`src/rtl/opmux_pkg.sv`:
```
// Shared types and constants for the ID-stage operand mux and its bypass resolvers.
package opmux_pkg;

  localparam int REG_IDX_W = 5;

  // Literal operand for the FOUR select (return address increment).
  localparam logic [2:0] FOUR_VAL = 3'd4;

  typedef enum logic [1:0] {
    RS1     = 2'd0,
    PC      = 2'd1,
    ZERO    = 2'd2,
    RS1_ALT = 2'd3
  } asel_t;

  typedef enum logic [1:0] {
    RS2     = 2'd0,
    IMM     = 2'd1,
    FOUR    = 2'd2,
    RS2_ALT = 2'd3
  } bsel_t;

endpackage

```
`src/rtl/opmux_stage_byp_resolve.sv`:
```
// Priority bypass resolver: the lowest-numbered (youngest) matching channel wins;
// x0 never forwards.
module byp_resolve
  import opmux_pkg::*;
#(
  parameter int XLEN = 64,
  parameter int NBYP = 2
) (
  input  logic [REG_IDX_W-1:0]      idx,
  input  logic [XLEN-1:0]           rf_data,
  input  logic [NBYP-1:0]           byp_valid,
  input  logic [NBYP*REG_IDX_W-1:0] byp_rd,
  input  logic [NBYP*XLEN-1:0]      byp_data,
  input  logic [NBYP-1:0]           byp_pend,
  output logic [XLEN-1:0]           fwd_data,
  output logic                      pend_hit
);

  logic [XLEN-1:0] fwd_data_s;
  logic            pend_hit_s;

  // Walk oldest to youngest so the youngest match is the last one to assign.
  always_comb begin
    fwd_data_s = rf_data;
    pend_hit_s = 1'b0;
    for (int i = NBYP - 1; i >= 0; i--) begin
      if (byp_valid[i] && (byp_rd[i*REG_IDX_W +: REG_IDX_W] == idx) &&
          (idx != {REG_IDX_W{1'b0}})) begin
        fwd_data_s = byp_data[i*XLEN +: XLEN];
        pend_hit_s = byp_pend[i];
      end else begin
        fwd_data_s = fwd_data_s;
        pend_hit_s = pend_hit_s;
      end
    end
  end

  assign fwd_data = fwd_data_s;
  assign pend_hit = pend_hit_s;

endmodule

```
`src/rtl/opmux_stage.sv`:
```
// ID-stage operand selection with bypass forwarding, load-use hazard detection
// and a valid/ready ID/EX pipeline register.
module opmux_stage
  import opmux_pkg::*;
#(
  parameter int XLEN  = 64,
  parameter int NBYP  = 2,
  parameter int CNT_W = 16
) (
  input  logic                      clk,
  input  logic                      rst_n,
  input  logic                      in_valid,
  output logic                      in_ready,
  input  logic [1:0]                in_asel,
  input  logic [1:0]                in_bsel,
  input  logic                      in_rs2_used,
  input  logic [REG_IDX_W-1:0]      in_rs1_idx,
  input  logic [REG_IDX_W-1:0]      in_rs2_idx,
  input  logic [XLEN-1:0]           in_rs1_data,
  input  logic [XLEN-1:0]           in_rs2_data,
  input  logic [XLEN-1:0]           in_pc,
  input  logic [XLEN-1:0]           in_imm,
  input  logic [NBYP-1:0]           byp_valid,
  input  logic [NBYP*REG_IDX_W-1:0] byp_rd,
  input  logic [NBYP*XLEN-1:0]      byp_data,
  input  logic [NBYP-1:0]           byp_pend,
  input  logic                      flush,
  output logic                      out_valid,
  input  logic                      out_ready,
  output logic [XLEN-1:0]           out_a,
  output logic [XLEN-1:0]           out_b,
  output logic [XLEN-1:0]           out_rs2,
  output logic [XLEN-1:0]           out_pc,
  output logic [CNT_W-1:0]          stall_cnt
);

  logic [XLEN-1:0]  rs1_fwd_s, rs2_fwd_s, a_s, b_s;
  logic             rs1_pend_s, rs2_pend_s, hazard_s, in_ready_s, accept_s;
  asel_t            asel_s;
  bsel_t            bsel_s;
  logic             out_valid_r;
  logic [XLEN-1:0]  out_a_r, out_b_r, out_rs2_r, out_pc_r;
  logic [CNT_W-1:0] stall_cnt_r;

  byp_resolve #(.XLEN(XLEN), .NBYP(NBYP)) u_rs1 (
    .idx(in_rs1_idx), .rf_data(in_rs1_data), .byp_valid(byp_valid), .byp_rd(byp_rd),
    .byp_data(byp_data), .byp_pend(byp_pend), .fwd_data(rs1_fwd_s), .pend_hit(rs1_pend_s)
  );

  byp_resolve #(.XLEN(XLEN), .NBYP(NBYP)) u_rs2 (
    .idx(in_rs2_idx), .rf_data(in_rs2_data), .byp_valid(byp_valid), .byp_rd(byp_rd),
    .byp_data(byp_data), .byp_pend(byp_pend), .fwd_data(rs2_fwd_s), .pend_hit(rs2_pend_s)
  );

  assign asel_s   = asel_t'(in_asel);
  assign bsel_s   = bsel_t'(in_bsel);
  // A pending producer only matters if the operand is actually consumed.
  assign hazard_s = in_valid &&
                    ((rs1_pend_s && ((asel_s == RS1) || (asel_s == RS1_ALT))) ||
                     (rs2_pend_s && in_rs2_used));
  assign in_ready_s = rst_n && !flush && !hazard_s && (!out_valid_r || out_ready);
  assign accept_s   = in_valid && in_ready_s;

  // Operand A mux.
  always_comb begin
    a_s = {XLEN{1'b0}};
    case (asel_s)
      RS1, RS1_ALT: a_s = rs1_fwd_s;
      PC:           a_s = in_pc;
      ZERO:         a_s = {XLEN{1'b0}};
      default:      a_s = {XLEN{1'b0}};
    endcase
  end

  // Operand B mux.
  always_comb begin
    b_s = {XLEN{1'b0}};
    case (bsel_s)
      RS2, RS2_ALT: b_s = rs2_fwd_s;
      IMM:          b_s = in_imm;
      FOUR:         b_s = {{(XLEN-3){1'b0}}, FOUR_VAL};
      default:      b_s = {XLEN{1'b0}};
    endcase
  end

  // ID/EX pipeline register; flush wins over both accept and hold.
  always_ff @(posedge clk or negedge rst_n) begin
    if (!rst_n) begin
      out_valid_r <= 1'b0;
      out_a_r     <= {XLEN{1'b0}};
      out_b_r     <= {XLEN{1'b0}};
      out_rs2_r   <= {XLEN{1'b0}};
      out_pc_r    <= {XLEN{1'b0}};
    end else if (flush) begin
      out_valid_r <= 1'b0;
    end else if (accept_s) begin
      out_valid_r <= 1'b1;
      out_a_r     <= a_s;
      out_b_r     <= b_s;
      out_rs2_r   <= rs2_fwd_s;
      out_pc_r    <= in_pc;
    end else if (out_ready) begin
      out_valid_r <= 1'b0;
    end
  end

  // Saturating count of cycles lost to load-use hazards.
  always_ff @(posedge clk or negedge rst_n) begin
    if (!rst_n) begin
      stall_cnt_r <= {CNT_W{1'b0}};
    end else if (hazard_s && !flush && (stall_cnt_r != {CNT_W{1'b1}})) begin
      stall_cnt_r <= stall_cnt_r + {{(CNT_W-1){1'b0}}, 1'b1};
    end
  end

  assign in_ready  = in_ready_s;
  assign out_valid = out_valid_r;
  assign out_a     = out_a_r;
  assign out_b     = out_b_r;
  assign out_rs2   = out_rs2_r;
  assign out_pc    = out_pc_r;
  assign stall_cnt = stall_cnt_r;

endmodule

```
`config.mk`:
```
export PLATFORM = sky130hd
export DESIGN_NAME = opmux_stage
export DESIGN_NICKNAME = d
export VERILOG_FILES = /design/src/rtl/opmux_pkg.sv /design/src/rtl/opmux_stage_byp_resolve.sv /design/src/rtl/opmux_stage.sv
export SDC_FILE = /design/constraint.sdc
export NUM_CORES = 1
export LEC_CHECK = 0
export BUFFER_PORTS_ARGS = -buffer_cell sky130_fd_sc_hd__buf_2
export CELL_PAD_IN_SITES_DETAIL_PLACEMENT = 2
export CELL_PAD_IN_SITES_GLOBAL_PLACEMENT = 2
export CORE_AREA = 2 2 267 269
export CTS_BUF_LIST = sky130_fd_sc_hd__clkbuf_4
export DETAILED_ROUTE_END_ITERATION = 6
export DIE_AREA = 0 0 269 271
export GPL_ROUTABILITY_DRIVEN = 0
export PLACE_DENSITY_LB_ADDON = 0.1
export SLEW_MARGIN = 15
export SYNTH_ARGS = -nofsm -noshare
export SYNTH_HDL_FRONTEND = slang
export SYNTH_HIERARCHICAL = 1
export SYNTH_SLANG_ARGS = --single-unit
```
`constraint.sdc`:
```
create_clock -name clk -period 6.3 [get_ports clk]
set_clock_uncertainty 0.2 [all_clocks]
set_input_delay 1.26 -clock clk [delete_from_list [all_inputs] [get_ports clk]]
set_output_delay 1.26 -clock clk [all_outputs]
set_load 0.1 [all_outputs]
```
==> metrics.cfg, run 1 <==
[drt]
vias=16910
dr.pass1.iters=5
drtIter0Drc=803
ant_nets=0
viasPerCell=5.014
routed_wl_um=94560
drc=0
wl_per_cell_um=28.04

[yosys]
synth_xor_area_share_pct=1.920
async_flop_share_pct=100.0
postSynthAreaPerCell_um2=9.121
ys.warnings.count=6
synth-simple-area-share_pct=16.25
synth_adder_area_share_pct=0.3228
ys_seq_area_share_pct=44.06
syn-num-nets=2122
synthesis.instances=1700
synth-edff-count=0
synthMuxAreaShare_pct=12.10
synthFlopType=dfrtp_1
synth_top_family_by_area=compound AO/OA/AOI/OAI gates
syn_area_um2=15510
ys_types=41
ys_ff_latch=273
synth_compound_area_share_pct=19.51

[critical_path]
end_kind=output pin
required_ps=4840
cp.arrival_ps=3620
crit_type=in2out
critPathLaunchType=primary input
worstPathMaxFanout=4

[timing]
fin_crit_sh_pct=80.70
maxSlewViolCount=0
worst_slack_ps=1216
max_freq_mhz=196.7
fin_tns_setup_ps=0
rsz0062_at_grt=false
finalCriticalPeriod_ps=5084
max_slew_margin_pct=24.22
hold_ws_ps=160.7
setup_viol=0
hold_viol_final=0
tightest_slew_ps=1137

[grt]
grt_usage_pct=25.41
grt_max_degree=90
grt_pass1_wl_um=135300
grt_overflow=0
grt_pass1_vias=18540
antenna_found_initial=59

[clock_network]
htreeDepth=3
cts_buffer_depth=3
cts_made_buffers=90
cts_tree=done
post_cts_buffers=0
path_clk_slew_ps=60
clockRootBuffer=clkbuf_4
cts.sinks=273
hold_buffers=0
cts.repair.resized=0
clock_latency_ps=810

[status]
outcome=finished, final reports clean

[placed_design]
placed_cell_area_um2=19740
dp_hpwl_um=68390
dp_slack_ps=1149
portBuffers=691

[final_layout]
fin_area_um2=20850
mostFrequentLayoutCells=buf_2 (689), dfrtp_1 (273), o21ai_0 (235)
drive_gt1_share_pct=41.89
nets=2772
layout_commonest_cell=buf_2
fillers=8117
syn2layout_area_growth_pct=34.44

[worst_hold_path]
hold_path.class=in2async

[power_and_ir_drop]
leakagePower_uw=0.009800
irDropWorstVdd_mv=0.1774
powerDensity_nw_per_um2=399.7

[floorplan]
initial_utilization_pct=22.22
fp.dieH_um=271
io_pins=692
dieWidth_um=269
fp.coreArea_um2=69790
dieArea_um2=72900
row_count=97

[run]
max_cap_violations=0

area by class of cell:
type | instances | area [µm²] | share of cell area (%)
Antenna cell | 29 | 72.57 | 0.3481
Clock buffer | 125 | 938.4 | 4.502
Clock inverter | 21 | 92.59 | 0.4442
Inverter | 7 | 26.28 | 0.1260
Multi-Input combinational cell | 1248 | 7858 | 37.69
Sequential cell | 273 | 6832 | 32.77
Tap cell | 940 | 1176 | 5.642
Timing Repair Buffer | 730 | 3851 | 18.47
through the flow:
stage / power (µW) / util [%] / cells
floorplan: 5526 / - / 1700
global placement: 6509 / 28.29 / 3198
CTS: 8444 / 29.77 / 3344
finish: 8333 / 29.87 / 3373
detailed placement: 6552 / 28.29 / 3198
global route: 8673 / 29.85 / 3368
power by group:
part	internal, µW	switching, µW	total (µW)
clock	901	930	1830
combinational	728	3470	4200
sequential	2100	208	2310
worst max-delay path: stages:
cell and delay, ps:
buf_2 130, or4_4 600, o211a_4 260, and3_1 170, mux2_2 260, a22o_1 320, a221oi_2 390, buf_12 230
worst paths after layout:
path	from	endpoint	slack [ps]	cells past startpoint
max in group asynchronous	rst_n	out_rs2[5]	3570	3
worst max-delay path	in_rs1_idx[2]	in_ready	1220	8
worst min register to register	out_b[40]	out_b[40]	270	2
worst min-delay path	rst_n	out_pc[47]	160	1
min in group clk	out_b[40]	out_b[40]	270	2
worst max register to register	out_valid	out_pc[21]	3670	4
synthesized netlist by cell type (2+ instances only):
library cell	n	area, µm²
a21oi_1	60	300.3
a22oi_1	69	518.0
a31oi_1	128	800.8
and3_1	4	25.02
and4_1	2	17.52
buf_1	14	52.55
buf_2	52	260.3
buf_4	14	105.1
buf_6	15	168.9
clkbuf_1	75	281.5
clkbuf_2	2	10.01
dfrtp_1	273	6832
ha_1	4	50.05
inv_1	7	26.28
mux2_1	4	45.04
mux2_2	24	270.3
mux2_4	104	1562
nand2_1	192	720.7
nand2b_1	2	12.51
nand3_1	132	660.6
nand4_1	9	56.30
nor2_1	62	232.7
nor2b_1	3	18.77
nor3_1	134	670.6
nor4_1	7	43.79
o211a_1	2	20.02
o211ai_2	2	25.02
o211ai_4	2	42.54
o21ai_0	235	1176
o21ai_1	22	110.1
or2_2	2	12.51
or4_4	2	22.52
xnor2_1	21	183.9
xor2_1	13	113.9
cell families after synthesis:
family,count (synthesis)
multiplexers,132
AND/OR/NAND/NOR,554
buffers and inverters,179
AO/OA/AOI/OAI,524
adder cells (fa/ha/maj),4
flip-flops,273
XOR/XNOR,34
flip-flops by register name, indices dropped and copies added (netlist names):
signal / cells
out_b: 64
out_pc: 64
out_rs2: 64
out_valid: 1
stall_cnt: 16
out_a: 64
metal layers:
layer	track usage [%]	wire (µm)	share of wire, %
met1	29.79	37730	40
met2	43.87	47440	50
met3	7.918	6755	7.1
met4	7.924	2318	2.5
met5	0	328	0.35
Note: power is estimated with default switching activity, not from simulation.
==> inputs of run 2 (changes only) <==
Settings changed: CORE_AREA 2 2 267 269 to 2 2 268 270, DIE_AREA 0 0 269 271 to 0 0 270 272.
Clock period 6.3 ns to 5.04 ns, I/O delays scaled along.
==> metrics.cfg, run 2 (synthesis results as in run 1) <==
[drt]
ant_nets=0  ; unchanged
routed_wl_um=93660  ; was 94560 µm
viasPerCell=4.950  ; was 5.014
drtIter0Drc=882  ; was 803
vias=16800  ; was 16910
dr.pass1.iters=5  ; unchanged
drc=0  ; unchanged
wl_per_cell_um=27.59  ; was 28.04 µm

[placed_design]
portBuffers=691  ; unchanged
dp_hpwl_um=68070  ; was 68390 µm
placed_cell_area_um2=19770  ; was 19740 µm²

[critical_path]
crit_chain=buf_2 -> or4_4 -> o211a_4 -> and3_1 -> mux2_2 -> a22o_1 -> a221oi_4 -> buf_12  ; was buf_2 -> or4_4 -> o211a_4 -> and3_1 -> mux2_2 -> a22o_1 -> a221oi_2 -> buf_12
timing.critical_path.buf_inv=2  ; unchanged
r2r_slack_ps=2700  ; was 3670 ps
required_ps=3830  ; was 4840 ps
r2r.worst_path.cells=5  ; was 4
crit_slowest_cell=or4_4  ; unchanged
crit_family=compound AO/OA/AOI/OAI gates  ; unchanged
critPathLaunchType=primary input  ; unchanged
startpoint=in_rs1_idx[2]  ; unchanged
worstPathMaxFanout=4  ; unchanged
cp.arrival_ps=3270  ; was 3620 ps
crit_type=in2out  ; unchanged
end_kind=output pin  ; unchanged
cpPeakStageDelay_ps=600  ; about the same
rr_endpoint=stall_cnt[1]  ; was out_pc[21]
r2r-start=stall_cnt[0]  ; was out_valid

[run]
max_cap_violations=0  ; unchanged

[grt]
grt_max_degree=140  ; was 90
grt_pass1_wl_um=134700  ; was 135300 µm
antenna_found_initial=47  ; was 59
grt_usage_pct=24.84  ; was 25.41%
grt_pass1_vias=18400  ; was 18540
grt_overflow=0  ; unchanged

[clock_network]
post_cts_buffers=0  ; unchanged
cts_made_buffers=91  ; was 90
clock_latency_ps=830  ; was 810 ps
cts.sinks=273  ; unchanged
path_clk_slew_ps=70  ; was 60 ps
cts_tree=done  ; unchanged
cts_buffer_depth=3  ; unchanged
htreeDepth=3  ; unchanged
clockRootBuffer=clkbuf_4  ; unchanged

[power_and_ir_drop]
powerDensity_nw_per_um2=503.3  ; was 399.7 nW/µm²
irDropWorstVdd_mv=0.2399  ; was 0.1774 mV
leakagePower_uw=0.009884  ; was 0.009800 µW
p_total_uw=10570  ; was 8333 µW

[final_layout]
syn2layout_area_growth_pct=35.40  ; was 34.44%
fin_area_um2=21000  ; was 20850 µm²
layout_commonest_cell=buf_2  ; unchanged
mostFrequentLayoutCells=buf_2 (689), dfrtp_1 (273), o21ai_0 (235)  ; unchanged
fillers=8204  ; was 8117
post-route-util_pct=29.68  ; was 29.87%
drive_gt1_share_pct=41.86  ; was 41.89%
nets=2773  ; was 2772

[worst_hold_path]
hold_end=out_pc[52]
worstHoldPathCells=2
hold_path.class=in2reg  ; was in2async
hp-start=in_pc[52]

[timing]
fin_crit_sh_pct=88.85
tightest_slew_ps=1101  ; was 1137 ps
hold_viol_final=0  ; unchanged
setup_viol=0  ; unchanged
fin_tns_setup_ps=0  ; unchanged
max_slew_margin_pct=26.63  ; was 24.22%
finalCriticalPeriod_ps=4478
rsz0062_at_grt=false  ; unchanged
maxSlewViolCount=0  ; unchanged
hold_ws_ps=198.1  ; was 160.7 ps
max_freq_mhz=223.3

[floorplan]
dieArea_um2=73440  ; was 72900 µm²
row_count=98  ; was 97
fp.dieH_um=272  ; was 271 µm
initial_utilization_pct=21.92  ; was 22.22%
fp.coreArea_um2=70750  ; was 69790 µm²
dieWidth_um=270  ; was 269 µm
io_pins=692  ; unchanged

[status]
outcome=finished, final reports clean  ; unchanged

-- run 2: metrics by stage --
step	cells	worst slack, ps
global route	3392	497.1
floorplan	1700	451.2
detailed placement	3207	522.7
global placement	3207	557.9
CTS	3375	553.6
finish	3395	562.0
-- run 2: routing by layer --
| layer | GRT usage (%) | routed length, µm |
|---|---|---|
| met1 | 29.74 | 38160 |
| met3 | 7.353 | 6523 |
| met5 | 0 | 263 |
| met4 | 7.997 | 2302 |
| met2 | 42.65 | 46410 |
-- run 2: worst reg2reg max path, stage by stage, from the launching register on --
cell     delay (ps)
dfrtp_1         450
ha_1            250
nand3_1         130
nor4_1          730
nor2_1          160
mux2_2          310
-- run 2: worst max path at each step --
stage	endpoint	slack, ps	cells past startpoint
finish	in_ready	560	8
global route	in_ready	500	8
CTS	in_ready	550	8
detailed placement	out_pc[56]	520	10
global placement	out_pc[59]	560	10
floorplan	in_ready	450	6
-- run 2: power breakdown --
part	leakage (µW)	internal, µW	switching [µW]
clock	0.000691	1230	1210
combinational	0.00578	912	4340
sequential	0.00341	2620	265
total	0.00988	4760	5810
-- run 2: final cells by class --
type	instances	area, µm²	area share, %
inverters	7	26.28	0.1251
clock inverters	47	259.0	1.234
diodes	20	50.05	0.2384
flip-flops and latches	273	6832	32.54
repair buffers	730	3870	18.43
multi-input cells	1248	7869	37.48
clock buffers	120	900.9	4.291
well taps	950	1189	5.662
-- run 2: what timing repair did --
action	in CTS	in global routing
hold buffers	1	0
resized for setup	0	0
hold endpoints to repair	39	0
endpoints found under the setup margin	0	0
==> inputs of run 3 (changes only) <==
Settings changed: CORE_AREA 2 2 268 270 to 2 2 272 274, DIE_AREA 0 0 270 272 to 0 0 274 276, SYNTH_HIERARCHICAL 1 to not set.
==> metrics.cfg, run 3 <==
[status]
outcome=finished, final reports clean  ; unchanged

[yosys]
ys_seq_area_share_pct=49.07  ; was 44.06%
syn-num-nets=1963  ; was 2122
async_flop_share_pct=100.0  ; unchanged
yosys.area.top_type=dfrtp_1  ; unchanged
synth-edff-count=0  ; unchanged
ys_types=38  ; was 41
synth.area.top_cells=dfrtp_1 (49%), mux2_2 (10%), nand2_1 (7.3%)  ; was dfrtp_1 (44%), mux2_4 (10%), o21ai_0 (7.6%)
synth_commonest_cells=dfrtp_1 (273), nand2_1 (270), nor2_1 (198)  ; was dfrtp_1 (273), o21ai_0 (235), nand2_1 (192)
syn_area_um2=13920  ; was 15510 µm²
synthesis.instances=1541  ; was 1700
ys.warnings.count=0  ; was 6
synth_top_area_share_pct=49.07  ; was 44.06%
synthFlopType=dfrtp_1  ; unchanged
postSynthAreaPerCell_um2=9.035  ; was 9.121 µm²
synth.most_common_cell=dfrtp_1  ; unchanged
ys_ff_latch=273  ; unchanged

[power_and_ir_drop]
leakagePower_uw=0.009245  ; was 0.009884 µW
powerDensity_nw_per_um2=523.0  ; was 503.3 nW/µm²
irDropWorstVdd_mv=0.2586  ; was 0.2399 mV

[critical_path]
crit_slowest_cell=or4_1  ; was or4_4
r2r-start=stall_cnt[0]  ; unchanged
r2r.worst_path.cells=7  ; was 5
worstPathMaxFanout=7  ; was 4
rr_endpoint=stall_cnt[1]  ; unchanged
critPathLaunchType=primary input  ; unchanged
required_ps=3830  ; about the same
startpoint=in_rs2_idx[1]  ; was in_rs1_idx[2]
endpoint=in_ready  ; unchanged
r2r_slack_ps=2040  ; was 2700 ps
end_kind=output pin  ; unchanged
crit_chain=buf_2 -> or4_1 -> nor2_1 -> or4_4 -> mux2_2 -> a22oi_2 -> o21a_1 -> buf_12  ; was buf_2 -> or4_4 -> o211a_4 -> and3_1 -> mux2_2 -> a22o_1 -> a221oi_4 -> buf_12
crit_type=in2out  ; unchanged
cpPeakStageDelay_ps=550  ; was 600 ps
cp.arrival_ps=3020  ; was 3270 ps

[timing]
max_freq_mhz=236.8  ; was 223.3 MHz
fin_crit_sh_pct=83.80  ; was 88.85%
maxSlewViolCount=0  ; unchanged
hold_ws_ps=130.1  ; was 198.1 ps
rsz0062_at_grt=false  ; unchanged
finalCriticalPeriod_ps=4224  ; was 4478 ps
tightest_slew_ps=1101  ; about the same
hold_viol_final=0  ; unchanged
fin_tns_setup_ps=0  ; unchanged
setup_viol=0  ; unchanged
worst_slack_ps=816.3  ; was 562.0 ps
max_slew_margin_pct=26.14  ; was 26.63%

[drt]
drtIter0Drc=528  ; was 882
viasPerCell=4.664  ; was 4.950
ant_nets=0  ; unchanged
routed_wl_um=79990  ; was 93660 µm
vias=15150  ; was 16800
dr.pass1.iters=6  ; was 5
wl_per_cell_um=24.62  ; was 27.59 µm
drc=0  ; unchanged

[grt]
antenna_found_initial=27  ; was 47
grt_pass1_vias=16960  ; was 18400
grt_usage_pct=20.85  ; was 24.84%
grt_pass1_wl_um=116600  ; was 134700 µm
grt_max_degree=119  ; was 140
grt_overflow=0  ; unchanged

[clock_network]
htreeDepth=3  ; unchanged
clock_latency_ps=850  ; was 830 ps
cts_made_buffers=87  ; was 91
cts_tree=done  ; unchanged
clockRootBuffer=clkbuf_4  ; unchanged
cts_buffer_depth=3  ; unchanged
path_clk_slew_ps=70  ; about the same
post_cts_buffers=0  ; unchanged
cts.sinks=273  ; unchanged

[floorplan]
initial_utilization_pct=19.18  ; was 21.92%
row_count=99  ; was 98
dieArea_um2=75620  ; was 73440 µm²
fp.dieH_um=276  ; was 272 µm
dieWidth_um=274  ; was 270 µm
fp.coreArea_um2=72590  ; was 70750 µm²
io_pins=692  ; unchanged

[final_layout]
drive_gt1_share_pct=43.37  ; was 41.86%
nets=2646  ; was 2773
fillers=8574  ; was 8204
mostFrequentLayoutCells=buf_2 (689), dfrtp_1 (273), nand2_1 (268)  ; was buf_2 (689), dfrtp_1 (273), o21ai_0 (235)
syn2layout_area_growth_pct=39.99  ; was 35.40%
post-route-util_pct=26.85  ; was 29.68%
layout_commonest_cell=buf_2  ; unchanged

[worst_hold_path]
worstHoldPathCells=2  ; unchanged
hold_path.class=in2reg  ; unchanged
hp-start=flush  ; was in_pc[52]

[placed_design]
dp_slack_ps=778.5  ; was 522.7 ps
portBuffers=691  ; unchanged
dp_hpwl_um=58240  ; was 68070 µm

[run]
max_cap_violations=0  ; unchanged

[run 3: logic make-up after synthesis]
logic type / synth area share [%]
AO/OA/AOI/OAI: 18.93
XOR/XNOR: 2.202
flip-flops: 49.07
multiplexers: 10.59
adder cells (fa/ha/maj): 0.3595
buffers and inverters: 4.358
AND/OR/NAND/NOR: 14.49
[run 3: worst min path at each step]
| stage | endpoint | slack, ps |
|---|---|---|
| after floorplan | out_a[0] | 510 |
| after global placement | out_rs2[62] | 270 |
| final | out_valid | 130 |
| after CTS | out_valid | 30 |
| after detailed placement | out_rs2[62] | 280 |
| after global routing | out_valid | 40 |
[run 3: worst max-delay path, delay by kind of cell]
family                 cells  cell delay, ps
buffers and inverters      2             300
AOI/OAI and AO/OA          2             410
muxes                      1             380
and+or+nand+nor            3             900
[run 3: what timing repair did]
action | in CTS | in global routing
endpoints found under the hold margin | 45 | 0
resized for setup | 0 | 0
hold buffers | 1 | 0
[run 3: through the flow]
stage          instance area (µm²)  std cells  total power (µW)
2_1_floorplan                13920       1541              6831
3_3_place_gp                 18440       3093              8005
3_5_place_dp                 18440       3093              8058
4_1_cts                      19440       3230             10380
5_1_grt                      19470       3242             10690
6_report                     19490       3249             10190
[run 3: metal layers]
metal	track usage, %	share of wire [%]	vias up
li1	-	-	6825
met1	22.68	37	7694
met5	0	0.20	-
met4	5.867	2.6	24
met3	6.887	7.3	133
met2	38.13	53	477
[run 3: area by class of cell]
cell class	instances	area [µm²]	share of cell area, %
Sequential cell	273	6832	35.05
Multi-Input combinational cell	1137	6559	33.65
Timing Repair Buffer	720	3841	19.71
Tap cell	959	1200	6.156
Clock buffer	116	870.8	4.468
Clock inverter	20	122.6	0.6291
Antenna cell	19	47.55	0.2439
Inverter	5	18.77	0.09629
[run 3: where the power goes]
group,switching [µW],internal [µW]
sequential,240,2630
combinational,4280,821
clock,1120,1100
